## config.mk

```make
export PLATFORM = sky130hd
export DESIGN_NAME = load_align_unit
export DESIGN_NICKNAME = d
export VERILOG_FILES = /design/src/rtl/load_align_unit.sv
export SDC_FILE = /design/constraint.sdc
export NUM_CORES = 1
export LEC_CHECK = 0
export BUFFER_PORTS_ARGS = -buffer_cell sky130_fd_sc_hd__buf_4
export CELL_PAD_IN_SITES_DETAIL_PLACEMENT = 2
export CELL_PAD_IN_SITES_GLOBAL_PLACEMENT = 2
export CORE_MARGIN = 4
export CORE_UTILIZATION = 33
export DETAILED_ROUTE_END_ITERATION = 8
export PLACE_DENSITY_LB_ADDON = 0.1
export RECOVER_POWER = 25
export SYNTH_ARGS = -nofsm -noshare
export SYNTH_HDL_FRONTEND = slang
export SYNTH_SLANG_ARGS = --single-unit
export TNS_END_PERCENT = 30
```

## constraint.sdc

```tcl
create_clock -name clk -period 5.2 [get_ports clk]
set_input_delay 0.78 -clock clk [delete_from_list [all_inputs] [get_ports clk]]
set_output_delay 0.78 -clock clk [all_outputs]
set_load 0.03 [all_outputs]
```

## src/rtl/load_align_unit.sv

```systemverilog
// load_align_unit: sequential load path on the read side of the data memory.
// Issues one or two word reads per load, then extracts, merges and extends
// the addressed bytes and returns a tagged one-cycle response.
module load_align_unit #(
  parameter int ADDR_WIDTH = 12
) (
  input  logic                  clk,
  input  logic                  rst,
  input  logic                  req_valid,
  output logic                  req_ready,
  input  logic [31:0]           req_addr,
  input  logic [2:0]            load_select,
  input  logic [4:0]            req_rd,
  output logic                  dm_rd,
  output logic [ADDR_WIDTH-1:0] dm_addr,
  input  logic [31:0]           dm_rdata,
  output logic                  resp_valid,
  output logic [31:0]           resp_data,
  output logic [4:0]            resp_rd,
  output logic                  resp_err
);

  typedef enum logic [2:0] {
    IDLE = 3'd0,
    RD0  = 3'd1,
    CAP0 = 3'd2,
    RD1  = 3'd3,
    CAP1 = 3'd4,
    ERR  = 3'd5
  } state_t;

  state_t                  state_r, state_s;
  logic [1:0]              off_r, off_s;
  logic [2:0]              sel_r, sel_s;
  logic [4:0]              tag_r, tag_s;
  logic [31:0]             lo_r, lo_s;
  logic                    dm_rd_s;
  logic [ADDR_WIDTH-1:0]   dm_addr_s;
  logic                    resp_valid_s;
  logic                    resp_err_s;
  logic [31:0]             resp_data_s;
  logic [4:0]              resp_rd_s;
  logic                    cross_s;
  logic                    unused_addr_bits_s;

  // Only the word-address bits and the byte offset of req_addr are meaningful.
  assign unused_addr_bits_s = &{1'b0, req_addr[31:ADDR_WIDTH+2]};

  // lb/lh/lw and their unsigned forms; everything else is rejected.
  function automatic logic is_legal(input logic [2:0] sel);
    case (sel)
      3'b000, 3'b001, 3'b010, 3'b100, 3'b101: is_legal = 1'b1;
      default:                                is_legal = 1'b0;
    endcase
  endfunction

  // Shift {hi,lo} down to the addressed byte, then size and extend.
  function automatic logic [31:0] align_load(input logic [31:0] hi,
                                             input logic [31:0] lo,
                                             input logic [1:0]  off,
                                             input logic [2:0]  sel);
    logic [63:0] sh;
    sh = {hi, lo} >> {off, 3'b000};
    case (sel)
      3'b000:  align_load = {{24{sh[7]}}, sh[7:0]};
      3'b100:  align_load = {24'h000000, sh[7:0]};
      3'b001:  align_load = {{16{sh[15]}}, sh[15:0]};
      3'b101:  align_load = {16'h0000, sh[15:0]};
      default: align_load = sh[31:0];
    endcase
  endfunction

  assign req_ready = (state_r == IDLE);

  // A word needs a second read when the access runs past byte 3.
  assign cross_s = ((sel_r[1:0] == 2'b10) && (off_r != 2'b00)) ||
                   ((sel_r[1:0] == 2'b01) && (off_r == 2'b11));

  // Next-state and next-output logic for the load sequencer.
  always_comb begin
    state_s      = state_r;
    off_s        = off_r;
    sel_s        = sel_r;
    tag_s        = tag_r;
    lo_s         = lo_r;
    dm_rd_s      = 1'b0;
    dm_addr_s    = dm_addr;
    resp_valid_s = 1'b0;
    resp_err_s   = 1'b0;
    resp_data_s  = resp_data;
    resp_rd_s    = resp_rd;
    case (state_r)
      IDLE: begin
        if (req_valid) begin
          tag_s = req_rd;
          if (is_legal(load_select)) begin
            off_s     = req_addr[1:0];
            sel_s     = load_select;
            dm_rd_s   = 1'b1;
            dm_addr_s = req_addr[ADDR_WIDTH+1:2];
            state_s   = RD0;
          end else begin
            state_s = ERR;
          end
        end else begin
          state_s = IDLE;
        end
      end
      RD0: state_s = CAP0;
      CAP0: begin
        if (cross_s) begin
          lo_s      = dm_rdata;
          dm_rd_s   = 1'b1;
          dm_addr_s = dm_addr + {{(ADDR_WIDTH-1){1'b0}}, 1'b1};
          state_s   = RD1;
        end else begin
          resp_valid_s = 1'b1;
          resp_data_s  = align_load(32'h00000000, dm_rdata, off_r, sel_r);
          resp_rd_s    = tag_r;
          state_s      = IDLE;
        end
      end
      RD1: state_s = CAP1;
      CAP1: begin
        resp_valid_s = 1'b1;
        resp_data_s  = align_load(dm_rdata, lo_r, off_r, sel_r);
        resp_rd_s    = tag_r;
        state_s      = IDLE;
      end
      ERR: begin
        resp_valid_s = 1'b1;
        resp_err_s   = 1'b1;
        resp_data_s  = 32'h00000000;
        resp_rd_s    = tag_r;
        state_s      = IDLE;
      end
      default: state_s = IDLE;
    endcase
  end

  // State register; reset abandons any load in flight.
  always_ff @(posedge clk) begin
    if (rst) begin
      state_r <= IDLE;
    end else begin
      state_r <= state_s;
    end
  end

  // Request context, memory strobe and response registers.
  always_ff @(posedge clk) begin
    if (rst) begin
      off_r      <= 2'b00;
      sel_r      <= 3'b000;
      tag_r      <= 5'd0;
      lo_r       <= 32'h00000000;
      dm_rd      <= 1'b0;
      dm_addr    <= {ADDR_WIDTH{1'b0}};
      resp_valid <= 1'b0;
      resp_err   <= 1'b0;
      resp_data  <= 32'h00000000;
      resp_rd    <= 5'd0;
    end else begin
      off_r      <= off_s;
      sel_r      <= sel_s;
      tag_r      <= tag_s;
      lo_r       <= lo_s;
      dm_rd      <= dm_rd_s;
      dm_addr    <= dm_addr_s;
      resp_valid <= resp_valid_s;
      resp_err   <= resp_err_s;
      resp_data  <= resp_data_s;
      resp_rd    <= resp_rd_s;
    end
  end

endmodule

```

Word level (Yosys, flattened, before mapping). Index checks and enable logic that the tools add are counted.

Register bits after elaboration: 97. Logic and storage cells: 75. Output and inout port bits: 53.

Mux-type cells: 24. Equality and inequality tests: 19. Reductions and logical operators: 18. $add $sub $neg: 1. Shift-type cells: 2.

Operators with widths (count): one-hot mux 32 bit (4 select lines) (2); one-hot mux 32 bit (3 select lines) (1); >> shifter 64 x 5 -> 32 bit (1); two-way mux 12 bit (3); two-way mux 32 bit (1); >> shifter 32 x 5 -> 32 bit (1); one-hot mux 12 bit (2 select lines) (1); equality test 3 bit, second input constant (6); adder 12 x 1 -> 12 bit, second input constant (1); one-hot mux 3 bit (4 select lines) (1); one-hot mux 5 bit (2 select lines) (1); equality test 3 x 1 -> 1 bit, second input constant (3); equality test 3 x 2 -> 1 bit, second input constant (3); logical NOT 3 bit (3); two-way mux 1 bit (8); AND reduction 2 bit (4); two-way mux 3 bit (2); != test 2 bit, second input constant (3); nonzero test 2 bit (3); two-way mux 5 bit (1); OR reduction 5 bit (1); equality test 2 bit, second input constant (2); one-hot mux 1 bit (2 select lines) (2); AND reduction 4 bit (1); 8 further kinds (9).

Longest topological paths before layout. Gate-level depths: netlist of run 1.

Depth after elaboration: 8. Mapped depth: 8. Gate-level depth less buffers: 6.

Least setup slack after synthesis of run 1. No wires, ideal clock.

Path type: input -> register. From: in req_valid. To: reg dm_addr[5]. Slack: 3.098 ns. Buffers on the path: 2. Stages on the path: 7. Arrival time: 2.032 ns. Setup time: 0.070 ns. Cells stage by stage: or4b_1 -> buf_2 -> nor2_2 -> a21oi_1 -> buf_2 -> or2_0 -> a21oi_1.

Cells in the longest elaborated chain, start to end: 2.

Ends and longest elaborated chain: start: declaration (RTL line 9) `input logic req_valid,`; != test 2 bit (no line); AND reduction 4 bit (no line); end signal: assignment (RTL line 158) `dm_addr <= {ADDR_WIDTH{1'b0}};`; end signal: assignment (RTL line 169) `dm_addr <= dm_addr_s;`; end: declaration (RTL line 15) `output logic [ADDR_WIDTH-1:0] dm_addr,`.

No other way between the ends. A chain may end at the register's enable or synchronous reset.

Final worst setup path of run 1.
From: reg state_r[2]. To: reg resp_data[21].

Cells in the longest elaborated chain, start to end: 3.

Ends and longest elaborated chain: start: declaration (RTL line 32) `state_t state_r, state_s;`; start signal: assignment (RTL line 146) `state_r <= state_s;`; equality test 3 x 2 -> 1 bit / equality test 3 bit (equally long branches) (RTL line 92) `case (state_r)`; != test 2 bit (no line) / nonzero test 3 bit (equally long branches); AND reduction 2 bit (no line); end signal: assignment (RTL line 172) `resp_data <= resp_data_s;`; end: declaration (RTL line 18) `output logic [31:0] resp_data,`.

Parallel ways exist; a longest one is shown, timed or not.

==> flow_metrics.py, run 1 <==
metrics = {
    "critical_path": {
        "crit_path_cell_trace": "nand2b_1 > a221oi_1 > a211oi_1 > nor2_2 > a211oi_1",
        "endpoint_class_of_the_critical_path": "register",
        "worst_r2r_startpoint": "state_r[2]",
        "worst-path-buf-inv": 0,
        "cp_data_arrival_time_ns": 3.17,
        "crit_family": "simple AND/OR/NAND/NOR gates",
        "timing.critical_path.slowest_cell_delay_ns": 0.68,
        "reg2reg_depth": 5,
        "crit_path_max_fanout": 21,
        "timing.reg2reg.setup_slack_ns": 2.15,
        "start_kind": "register",
        "timing.critical_path.required_ns": 5.33,
        "crit_type": "reg -> reg",
        "cpMostUsedCell": "a211oi_1",
        "worst_r2r_endpoint": "resp_data[21]",
        "cpMaxStageDelayCell": "nand2b_1",
    },
    "final_layout": {
        "mostFrequentLayoutCell": "nand2_1",
        "drive_above_1_share_pct": 18.3,
        "flow.area_growth_from_synthesis_pct": 20.8,
        "antenna_cells_inserted": 0,
        "layout.area.seq_sq_um": 1940,
        "finish.net_count": 830,
        "post-route-cell-area_sq_um": 6430,
        "final_util_pct": 40.6,
        "fillers": 1862,
        "area_taken_by_multi_input_logic_gates_sq_um": 3120,
        "mostFrequentLayoutCells": "nand2_1 (161), dfxtp_1 (95), buf_4 (82), a21oi_1 (60), nor2_1 (51)",
    },
    "place": {
        "place_worst_setup_slack_ns": 2.26,
        "quantity_of_i_o_buffers_inserted_on_ports": 109,
        "placedInstanceArea_sq_um": 6220,
        "gp_congestion": 0.788,
        "dp_hpwl_um": 13600,
    },
    "die": {
        "die-width_um": 135,
        "io_pins": 128,
        "initial_core_utilization_pct": 33.6,
        "floorplan.core_area_sq_um": 15800,
        "fp.dieArea_sq_um": 18200,
        "fp-row-count": 46,
        "die_h_um": 135,
    },
    "global_routing": {
        "grt_overflow_total": 0,
        "first_global_vias": 6048,
        "grt_usage_pct": 22.5,
        "number_of_antenna_violations_at_the_first_check_in_global_routing": 0,
        "grt_start_max_net_pins": 98,
        "grt_first_pass_wirelength_um": 32500,
    },
    "logic_synthesis": {
        "synth-edff-count": 0,
        "ys_seq_area_share_pct": 36.5,
        "synth-seq-cells": 97,
        "yosys.cell_types.count": 54,
        "syn_area_sq_um": 5320,
        "ys_dominant_reg_cell": "dfxtp_1",
        "yosys_warnings": 0,
        "synth_fp_nets": 760,
        "synth_cells": 684,
        "syn-mean-instance-area_sq_um": 7.78,
        "synth_async_sr_flop_share_pct": 0,
    },
    "clock_network": {
        "clock_tree.htree_level_count": 3,
        "clock_latency_ns": 0.36,
        "cts_tree": "yes",
        "cts-resized-gates": 0,
        "clk_root_buffer_cell": "clkbuf_16",
        "worst_setup_hold_path_clk_slew_ns": 0.07,
        "max-clock-path-buffers": 2,
        "cts_hold_repair.buffers": 0,
        "cts_buffer_count": 9,
        "cts_post_setup_buffers_inserted": 0,
        "clock_sinks": 97,
    },
    "outcome": {
        "outcome": "finished with violations",
        "failed_checks": "max-capacitance violations, max-slew violations",
    },
    "route": {
        "route.detailed.drc": 0,
        "final_antenna_net_count": 0,
        "detailedRoute.firstIterationViolations": 207,
        "wire_length_after_detailed_routing_um": 20200,
        "detail_route.first_pass.iterations": 4,
        "dr_total_vias": 5474,
        "drt-wirelength-per-cell_um": 20.7,
        "vias_per_cell": 5.61,
    },
    "timing": {
        "remaining_max_slew_budget_at_the_tightest_pin_pct": -43.6,
        "setup_viol": 0,
        "fin_ws_ns": 2.15,
        "worstMarginPinSlew_ns": 2.15,
        "setup_repair_after_global_routing_missed_its_margin": "false",
        "final-max-slew-violation-count": 98,
        "final.min_clock_period_ns": 3.05,
        "fin_tns_setup_ns": 0,
        "max_freq_ghz": 0.328,
        "layout_worst_path_cycle_share_pct": 58.6,
        "timing.final.hold_violations": 0,
        "clock-skew-final_ns": 0.00564,
    },
    "worst_hold_path": {
        "worst_hold_path_type": "reg -> reg",
        "hold_path.startpoint": "lo_r[10]",
        "holdPathStages": 2,
        "worstHoldEndpoint": "lo_r[10]",
    },
    "power": {
        "total_power_consumption_mw": 2.01,
        "vdd.ir_drop.worst_v": 0.000162,
        "p_leak_nw": 2.26,
        "power.density_nw_per_um2": 312,
    },
    "flow_run": {
        "timing.max_cap.violations": 1,
    },
}
-- cell families after synthesis --
family	Yosys count	share of synthesized area, %
AO/OA/AOI/OAI	195	23.4
adder cells (fa/ha/maj)	1	0.235
buffers and inverters	60	5.01
XOR/XNOR	1	0.165
multiplexers	58	11.8
AND/OR/NAND/NOR	272	22.9
flip-flops	97	36.5
-- worst max path at each step --
stage	from	cells past startpoint	to
3_5_place_dp	off_r[0]	5	dm_addr[0]
4_1_cts	state_r[2]	5	resp_data[21]
6_report	state_r[2]	5	resp_data[21]
3_3_place_gp	state_r[2]	5	resp_data[31]
2_1_floorplan	req_valid	7	dm_addr[5]
5_1_grt	state_r[2]	5	resp_data[20]
-- state kept, by name (all words and copies together) (netlist names) --
| signal | cells |
|---|---|
| lo_r | 32 |
| tag_r | 5 |
| resp_data | 32 |
| sel_r | 3 |
| dm_rd | 1 |
| state_r | 3 |
| resp_valid | 1 |
| resp_rd | 5 |
| resp_err | 1 |
| off_r | 2 |
| dm_addr | 12 |
-- power breakdown --
part           switching, mW  internal (mW)  total [mW]  leakage (nW)
clock network          0.307          0.471       0.778         0.164
registers             0.0481          0.782       0.830         0.790
logic                  0.256          0.143       0.399          1.31
total                  0.610           1.40        2.01          2.26
-- metal layers --
metal	vias up	routed length, um	track usage [%]
met2	96	10300	40.1
met5	-	0	0
met3	28	618	3.46
met4	0	487	7.50
met1	2764	8750	27.7
li1	2586	-	-
-- area by class of cell --
cell class	instances	area share, %
well taps	216	4.20
flip-flops and latches	97	30.2
clock inverters	5	1.61
inverters	3	0.175
multi-input cells	527	48.6
repair buffers	116	11.6
clock buffers	11	3.62
-- tightest hold or removal path, cell delays in order, from the launching register on --
cell	delay, ns
dfxtp_1	0.31
nand2_1	0.05
a21oi_1	0.05
-- stage by stage --
step | hold WS, ns | std cells
6_report | 0.459 | 975
5_1_grt | 0.488 | 975
4_1_cts | 0.463 | 975
3_5_place_dp | 0.453 | 959
3_3_place_gp | 0.442 | 959
2_1_floorplan | 0.434 | 684
-- synthesized netlist by cell type, types with 3 or more instances --
master      n  area [sq um]
o21ai_0    37           185
nand3b_1    8          60.1
a311oi_1    8          70.1
nand2_1   161           604
or2_2       8          50.1
o211ai_1    8          60.1
nor3b_2     3          37.5
and3_1      3          18.8
a211oi_1   30           225
a21oi_1    60           300
a31oi_1     4          25.0
o22ai_1    10          62.6
mux2_2     19           214
nand2b_1    4          25.0
nand3_1     7          35.0
dfxtp_1    97          1940
nor3_1      7          35.0
buf_2      21           105
a32oi_1    21           184
nor2_1     52           195
mux2i_1    37           370
clkbuf_1   31           116
a221oi_1    3          26.3
No activity file was read; power rests on OpenSTA's default activity.
==> inputs of run 2 (changes only) <==
--- a/config.mk
+++ b/config.mk
@@ -9,7 +9,7 @@
 export CELL_PAD_IN_SITES_DETAIL_PLACEMENT = 2
 export CELL_PAD_IN_SITES_GLOBAL_PLACEMENT = 2
 export CORE_MARGIN = 4
-export CORE_UTILIZATION = 33
+export CORE_UTILIZATION = 30
 export DETAILED_ROUTE_END_ITERATION = 8
 export PLACE_DENSITY_LB_ADDON = 0.1
 export RECOVER_POWER = 25
==> constraint.sdc (replaced) <==
create_clock -name clk -period 3 [get_ports clk]
set_input_delay 0.45 -clock clk [delete_from_list [all_inputs] [get_ports clk]]
set_output_delay 0.45 -clock clk [all_outputs]
set_load 0.03 [all_outputs]
==> flow_metrics.py, run 2 (same netlist as run 1, synthesis figures left out) <==
metrics = {
    "outcome": {
        "outcome": "complete, no violations",
    },
    "place": {
        "placedInstanceArea_sq_um": 6370,
        "place.detailed.instances": 982,
        "gp_congestion": 0.844,
        "dp_hpwl_um": 14300,
        "quantity_of_i_o_buffers_inserted_on_ports": 109,
        "place_worst_setup_slack_ns": 0.595,
    },
    "final_layout": {
        "antenna_cells_inserted": 0,
        "area_taken_by_multi_input_logic_gates_sq_um": 3120,
        "finish.net_count": 844,
        "layout.area.seq_sq_um": 1940,
        "drive_above_1_share_pct": 19.4,
        "flow.area_growth_from_synthesis_pct": 22.3,
        "fillers": 2012,
        "instances_no_fill": 997,
        "mostFrequentLayoutCell": "nand2_1",
        "post-route-cell-area_sq_um": 6510,
        "mostFrequentLayoutCells": "nand2_1 (161), dfxtp_1 (95), buf_4 (90), a21oi_1 (60), nor2_1 (51)",
        "top_regs": "lo_r: 32 flops, resp_data: 32 flops, dm_addr: 12 flops",
    },
    "die": {
        "fp-row-count": 48,
        "die_h_um": 141,
        "die-width_um": 141,
        "floorplan.core_area_sq_um": 17400,
        "initial_core_utilization_pct": 30.7,
        "io_pins": 128,
        "fp.dieArea_sq_um": 19900,
    },
    "global_routing": {
        "first_global_vias": 5937,
        "grt_start_max_net_pins": 98,
        "number_of_antenna_violations_at_the_first_check_in_global_routing": 0,
        "grt_overflow_total": 0,
        "grt_first_pass_wirelength_um": 32400,
        "grt_usage_pct": 20.4,
    },
    "route": {
        "final_antenna_net_count": 0,
        "vias_per_cell": 5.50,
        "drt-wirelength-per-cell_um": 20.5,
        "detailedRoute.firstIterationViolations": 305,
        "wire_length_after_detailed_routing_um": 20400,
        "route.detailed.drc": 0,
        "detail_route.first_pass.iterations": 4,
        "dr_total_vias": 5480,
    },
    "power": {
        "share_comb_of_total_power_pct": 22.2,
        "sw_frac_of_total_pct": 33.2,
        "power.density_nw_per_um2": 501,
        "internal_power_summed_over_all_cells_mw": 2.18,
        "vdd.ir_drop.worst_v": 0.000284,
        "clkPwrFrac_pct": 34.2,
        "share_seq_of_total_power_pct": 43.7,
        "total_power_consumption_mw": 3.26,
        "p_leak_nw": 2.29,
        "switching_power_total_mw": 1.08,
    },
    "timing": {
        "clock-skew-final_ns": 0.00668,
        "fin_tns_setup_ns": 0,
        "timing.final.hold_violations": 0,
        "fin_ws_ns": 0.624,
        "max_freq_ghz": 0.421,
        "layout_worst_path_cycle_share_pct": 79.2,
        "setup_viol": 0,
        "setup_repair_after_global_routing_missed_its_margin": "false",
        "remaining_max_slew_budget_at_the_tightest_pin_pct": 27.4,
        "final-max-slew-violation-count": 0,
        "final.min_clock_period_ns": 2.38,
        "worstMarginPinSlew_ns": 1.09,
    },
    "critical_path": {
        "timing.critical_path.slowest_cell_delay_ns": 0.67,
        "crit_path_cell_trace": "or3b_1 > o21ai_4 > buf_12 > nor2_1 > a211oi_1",
        "crit_path_max_fanout": 27,
        "worst-path-buf-inv": 1,
        "timing.critical_path.depth": 5,
        "crit_type": "reg -> reg",
        "timing.critical_path.required_ns": 3.26,
        "crit_family": "simple AND/OR/NAND/NOR gates",
        "cp_data_arrival_time_ns": 2.63,
        "endpoint_class_of_the_critical_path": "register",
        "start_kind": "register",
        "cpMaxStageDelayCell": "or3b_1",
        "reg2reg_depth": 5,
    },
    "clock_network": {
        "cts-resized-gates": 0,
        "cts_hold_repair.buffers": 0,
        "clock_latency_ns": 0.36,
        "max-clock-path-buffers": 2,
        "cts_post_setup_buffers_inserted": 0,
        "clock_sinks": 97,
        "worst_setup_hold_path_clk_slew_ns": 0.07,
        "cts_tree": "yes",
        "clock_tree.htree_level_count": 3,
        "clk_root_buffer_cell": "clkbuf_16",
        "cts_buffer_count": 9,
    },
    "worst_hold_path": {
        "worst_hold_path_type": "in -> reg",
        "holdPathStages": 3,
    },
    "flow_run": {
        "timing.max_cap.violations": 0,
    },
}
-- run 2: cell count changes in the layout (fill, tap and decap cells not counted), sizes merged --
cell and delta:
bufinv -3, clkbuf +1, clkinv +2, clkinvlp +2
buf +11
-- run 2: through the flow --
step / hold WS [ns] / utilization [%]
finish: 0.344 / 37.5
global placement: 0.442 / 36.7
global route: 0.331 / 37.5
floorplan: 0.434 / -
detailed placement: 0.456 / 36.7
CTS: 0.331 / 38.3
-- run 2: area by class of cell --
cell class | count | area share, %
flip-flops and latches | 97 | 29.9
clock inverters | 6 | 0.711
clock buffers | 9 | 3.46
multi-input cells | 527 | 48.0
well taps | 225 | 4.33
repair buffers | 130 | 13.4
inverters | 3 | 0.173
-- run 2: power by group through the flow --
stage,registers (mW),logic [mW],clock network [mW]
final,1.42,0.724,1.11
after global routing,1.44,0.792,1.20
after CTS,1.43,0.764,1.14
after detailed placement,1.45,0.758,0
after global placement,1.45,0.739,0
after floorplan,1.53,0.366,0
-- run 2: final timing paths --
check,to,slack [ns],from
setup / recovery,resp_data[29],0.62,state_r[1]
setup reg to reg,resp_data[29],0.62,state_r[1]
hold / removal,tag_r[1],0.34,req_rd[1]
hold reg to reg,lo_r[11],0.46,lo_r[11]
-- run 2: worst min-delay path, delay by kind of cell --
kind	cells	cell delay, ns
AOI/OAI and AO/OA	1	0.05
buffers and inverters	1	0.11
and+or+nand+nor	1	0.05
-- run 2: metal layers --
| metal | wire length [um] | GRT usage (%) | vias to the layer above |
|---|---|---|---|
| met5 | 0 | 0 | - |
| met4 | 351 | 6.27 | 0 |
| met3 | 663 | 2.95 | 19 |
| met2 | 10000 | 35.4 | 92 |
| met1 | 9340 | 26.0 | 2762 |
| li1 | - | - | 2607 |
==> inputs of run 3 (changes only) <==
==> constraint.sdc (replaced) <==
create_clock -name clk -period 2.3 [get_ports clk]
set_input_delay 0.345 -clock clk [delete_from_list [all_inputs] [get_ports clk]]
set_output_delay 0.345 -clock clk [all_outputs]
set_load 0.03 [all_outputs]
==> flow_metrics.py, run 3 (same netlist as run 1, synthesis figures left out) <==
metrics = {
    "final_layout": {
        "layout.area.seq_sq_um": 1940,
        "top_regs": "lo_r: 32 flops, resp_data: 32 flops, dm_addr: 12 flops",
        "flow.area_growth_from_synthesis_pct": 26.5,
        "final_util_pct": 38.8,
        "mostFrequentLayoutCells": "nand2_1 (161), buf_4 (103), dfxtp_1 (95), a21oi_1 (60), nor2_1 (51)",
        "mostFrequentLayoutCell": "nand2_1",
        "post-route-cell-area_sq_um": 6730,
        "finish.net_count": 861,
        "drive_above_1_share_pct": 21.4,
        "instances_no_fill": 1015,
        "fillers": 2014,
        "antenna_cells_inserted": 0,
        "area_taken_by_multi_input_logic_gates_sq_um": 3130,
    },
    "global_routing": {
        "grt_overflow_total": 0,
        "first_global_vias": 6029,
        "number_of_antenna_violations_at_the_first_check_in_global_routing": 0,
        "grt_first_pass_wirelength_um": 33100,
        "grt_start_max_net_pins": 57,
        "grt_usage_pct": 20.8,
    },
    "flow_run": {
        "timing.max_cap.violations": 0,
    },
    "critical_path": {
        "cpMaxStageDelayCell": "dfxtp_1",
        "timing.critical_path.slowest_cell_delay_ns": 0.60,
        "crit_type": "reg -> reg",
        "crit_path_max_fanout": 16,
        "reg2reg_depth": 6,
        "timing.critical_path.required_ns": 2.57,
        "cpMostUsedCell": "a211oi_1",
        "crit_path_cell_trace": "nand3_1 > o22a_1 > a211oi_1 > nor2_2 > buf_4 > a211oi_1",
        "start_kind": "register",
        "endpoint_class_of_the_critical_path": "register",
        "cp_data_arrival_time_ns": 2.33,
    },
    "timing": {
        "fin_ws_ns": 0.242,
        "clock-skew-final_ns": 0.0136,
        "layout_worst_path_cycle_share_pct": 89.5,
        "setup_viol": 0,
        "remaining_max_slew_budget_at_the_tightest_pin_pct": 66.5,
        "fin_tns_setup_ns": 0,
        "setup_repair_after_global_routing_missed_its_margin": "false",
        "worstMarginPinSlew_ns": 0.503,
        "final.min_clock_period_ns": 2.06,
        "timing.final.hold_violations": 0,
        "max_freq_ghz": 0.486,
        "final-max-slew-violation-count": 0,
        "fin_hold_ws_ns": 0.237,
    },
    "route": {
        "detailedRoute.firstIterationViolations": 217,
        "drt-wirelength-per-cell_um": 20.3,
        "route.detailed.drc": 0,
        "detail_route.first_pass.iterations": 4,
        "final_antenna_net_count": 0,
        "dr_total_vias": 5466,
        "vias_per_cell": 5.39,
        "wire_length_after_detailed_routing_um": 20600,
    },
    "die": {
        "fp-row-count": 48,
        "initial_core_utilization_pct": 30.7,
        "die_h_um": 141,
        "die-width_um": 141,
        "floorplan.core_area_sq_um": 17400,
        "fp.dieArea_sq_um": 19900,
        "io_pins": 128,
    },
    "clock_network": {
        "clock_tree.htree_level_count": 3,
        "clock_sinks": 97,
        "worst_setup_hold_path_clk_slew_ns": 0.08,
        "clock_latency_ns": 0.36,
        "clk_root_buffer_cell": "clkbuf_16",
        "cts_tree": "yes",
        "cts_buffer_count": 9,
        "max-clock-path-buffers": 2,
        "cts_post_setup_buffers_inserted": 0,
    },
    "power": {
        "p_leak_nw": 2.41,
        "share_comb_of_total_power_pct": 22.2,
        "sw_frac_of_total_pct": 32.2,
        "switching_power_total_mw": 1.44,
        "share_seq_of_total_power_pct": 41.4,
        "power.density_nw_per_um2": 663,
        "clkPwrFrac_pct": 36.4,
        "total_power_consumption_mw": 4.47,
        "vdd.ir_drop.worst_v": 0.000365,
        "internal_power_summed_over_all_cells_mw": 3.03,
    },
    "place": {
        "place.detailed.instances": 999,
        "quantity_of_i_o_buffers_inserted_on_ports": 109,
        "dp_hpwl_um": 14800,
        "place_worst_setup_slack_ns": 0.173,
        "gp_congestion": 0.849,
        "placedInstanceArea_sq_um": 6550,
    },
    "outcome": {
        "outcome": "complete, no violations",
    },
    "worst_hold_path": {
        "holdPathStages": 3,
        "worst_hold_path_type": "in -> reg",
    },
}
-- run 3: worst paths after layout --
| path | startpoint | endpoint | slack (ns) |
|---|---|---|---|
| setup / recovery | sel_r[0] | resp_data[31] | 0.24 |
| hold / removal | req_rd[0] | tag_r[0] | 0.24 |
| setup reg to reg | sel_r[0] | resp_data[31] | 0.24 |
| hold reg to reg | lo_r[0] | lo_r[0] | 0.46 |
-- run 3: final cells by class --
cell class                 count  share of cell area [%]
inverter                       3                   0.167
clock inverter                 6                    1.08
timing repair buffer         147                    15.6
tap                          225                    4.18
clock buffer                  10                    3.55
multi-input combinational    527                    46.5
sequential                    97                    28.9
-- run 3: critical path, delay by kind of cell (launching register included) --
kind / cells / cell delay, ns
AND/OR/NAND/NOR: 2 / 0.27
flip-flops: 1 / 0.60
AO/OA/AOI/OAI: 3 / 0.89
buffers and inverters: 1 / 0.20
-- run 3: repair_timing --
action / in CTS / in global routing
resized for setup: 0 / 1
hold buffers: 0 / 0
endpoints found under the setup margin: 0 / 4
-- run 3: routing by layer --
metal / track usage (%) / routed length (um) / vias to the layer above
met5: 0 / 0 / -
met4: 6.63 / 374 / 0
met3: 3.29 / 740 / 23
met2: 35.9 / 10300 / 88
met1: 26.4 / 9190 / 2702
li1: - / - / 2653
-- run 3: power by group through the flow --
| stage | Clock [mW] | Sequential [mW] | Combinational [mW] |
|---|---|---|---|
| after floorplan | 0 | 1.99 | 0.478 |
| after global placement | 0 | 1.88 | 1.01 |
| after detailed placement | 0 | 1.89 | 1.04 |
| after CTS | 1.67 | 1.85 | 1.04 |
| after global routing | 1.73 | 1.86 | 1.09 |
| final | 1.63 | 1.85 | 0.991 |
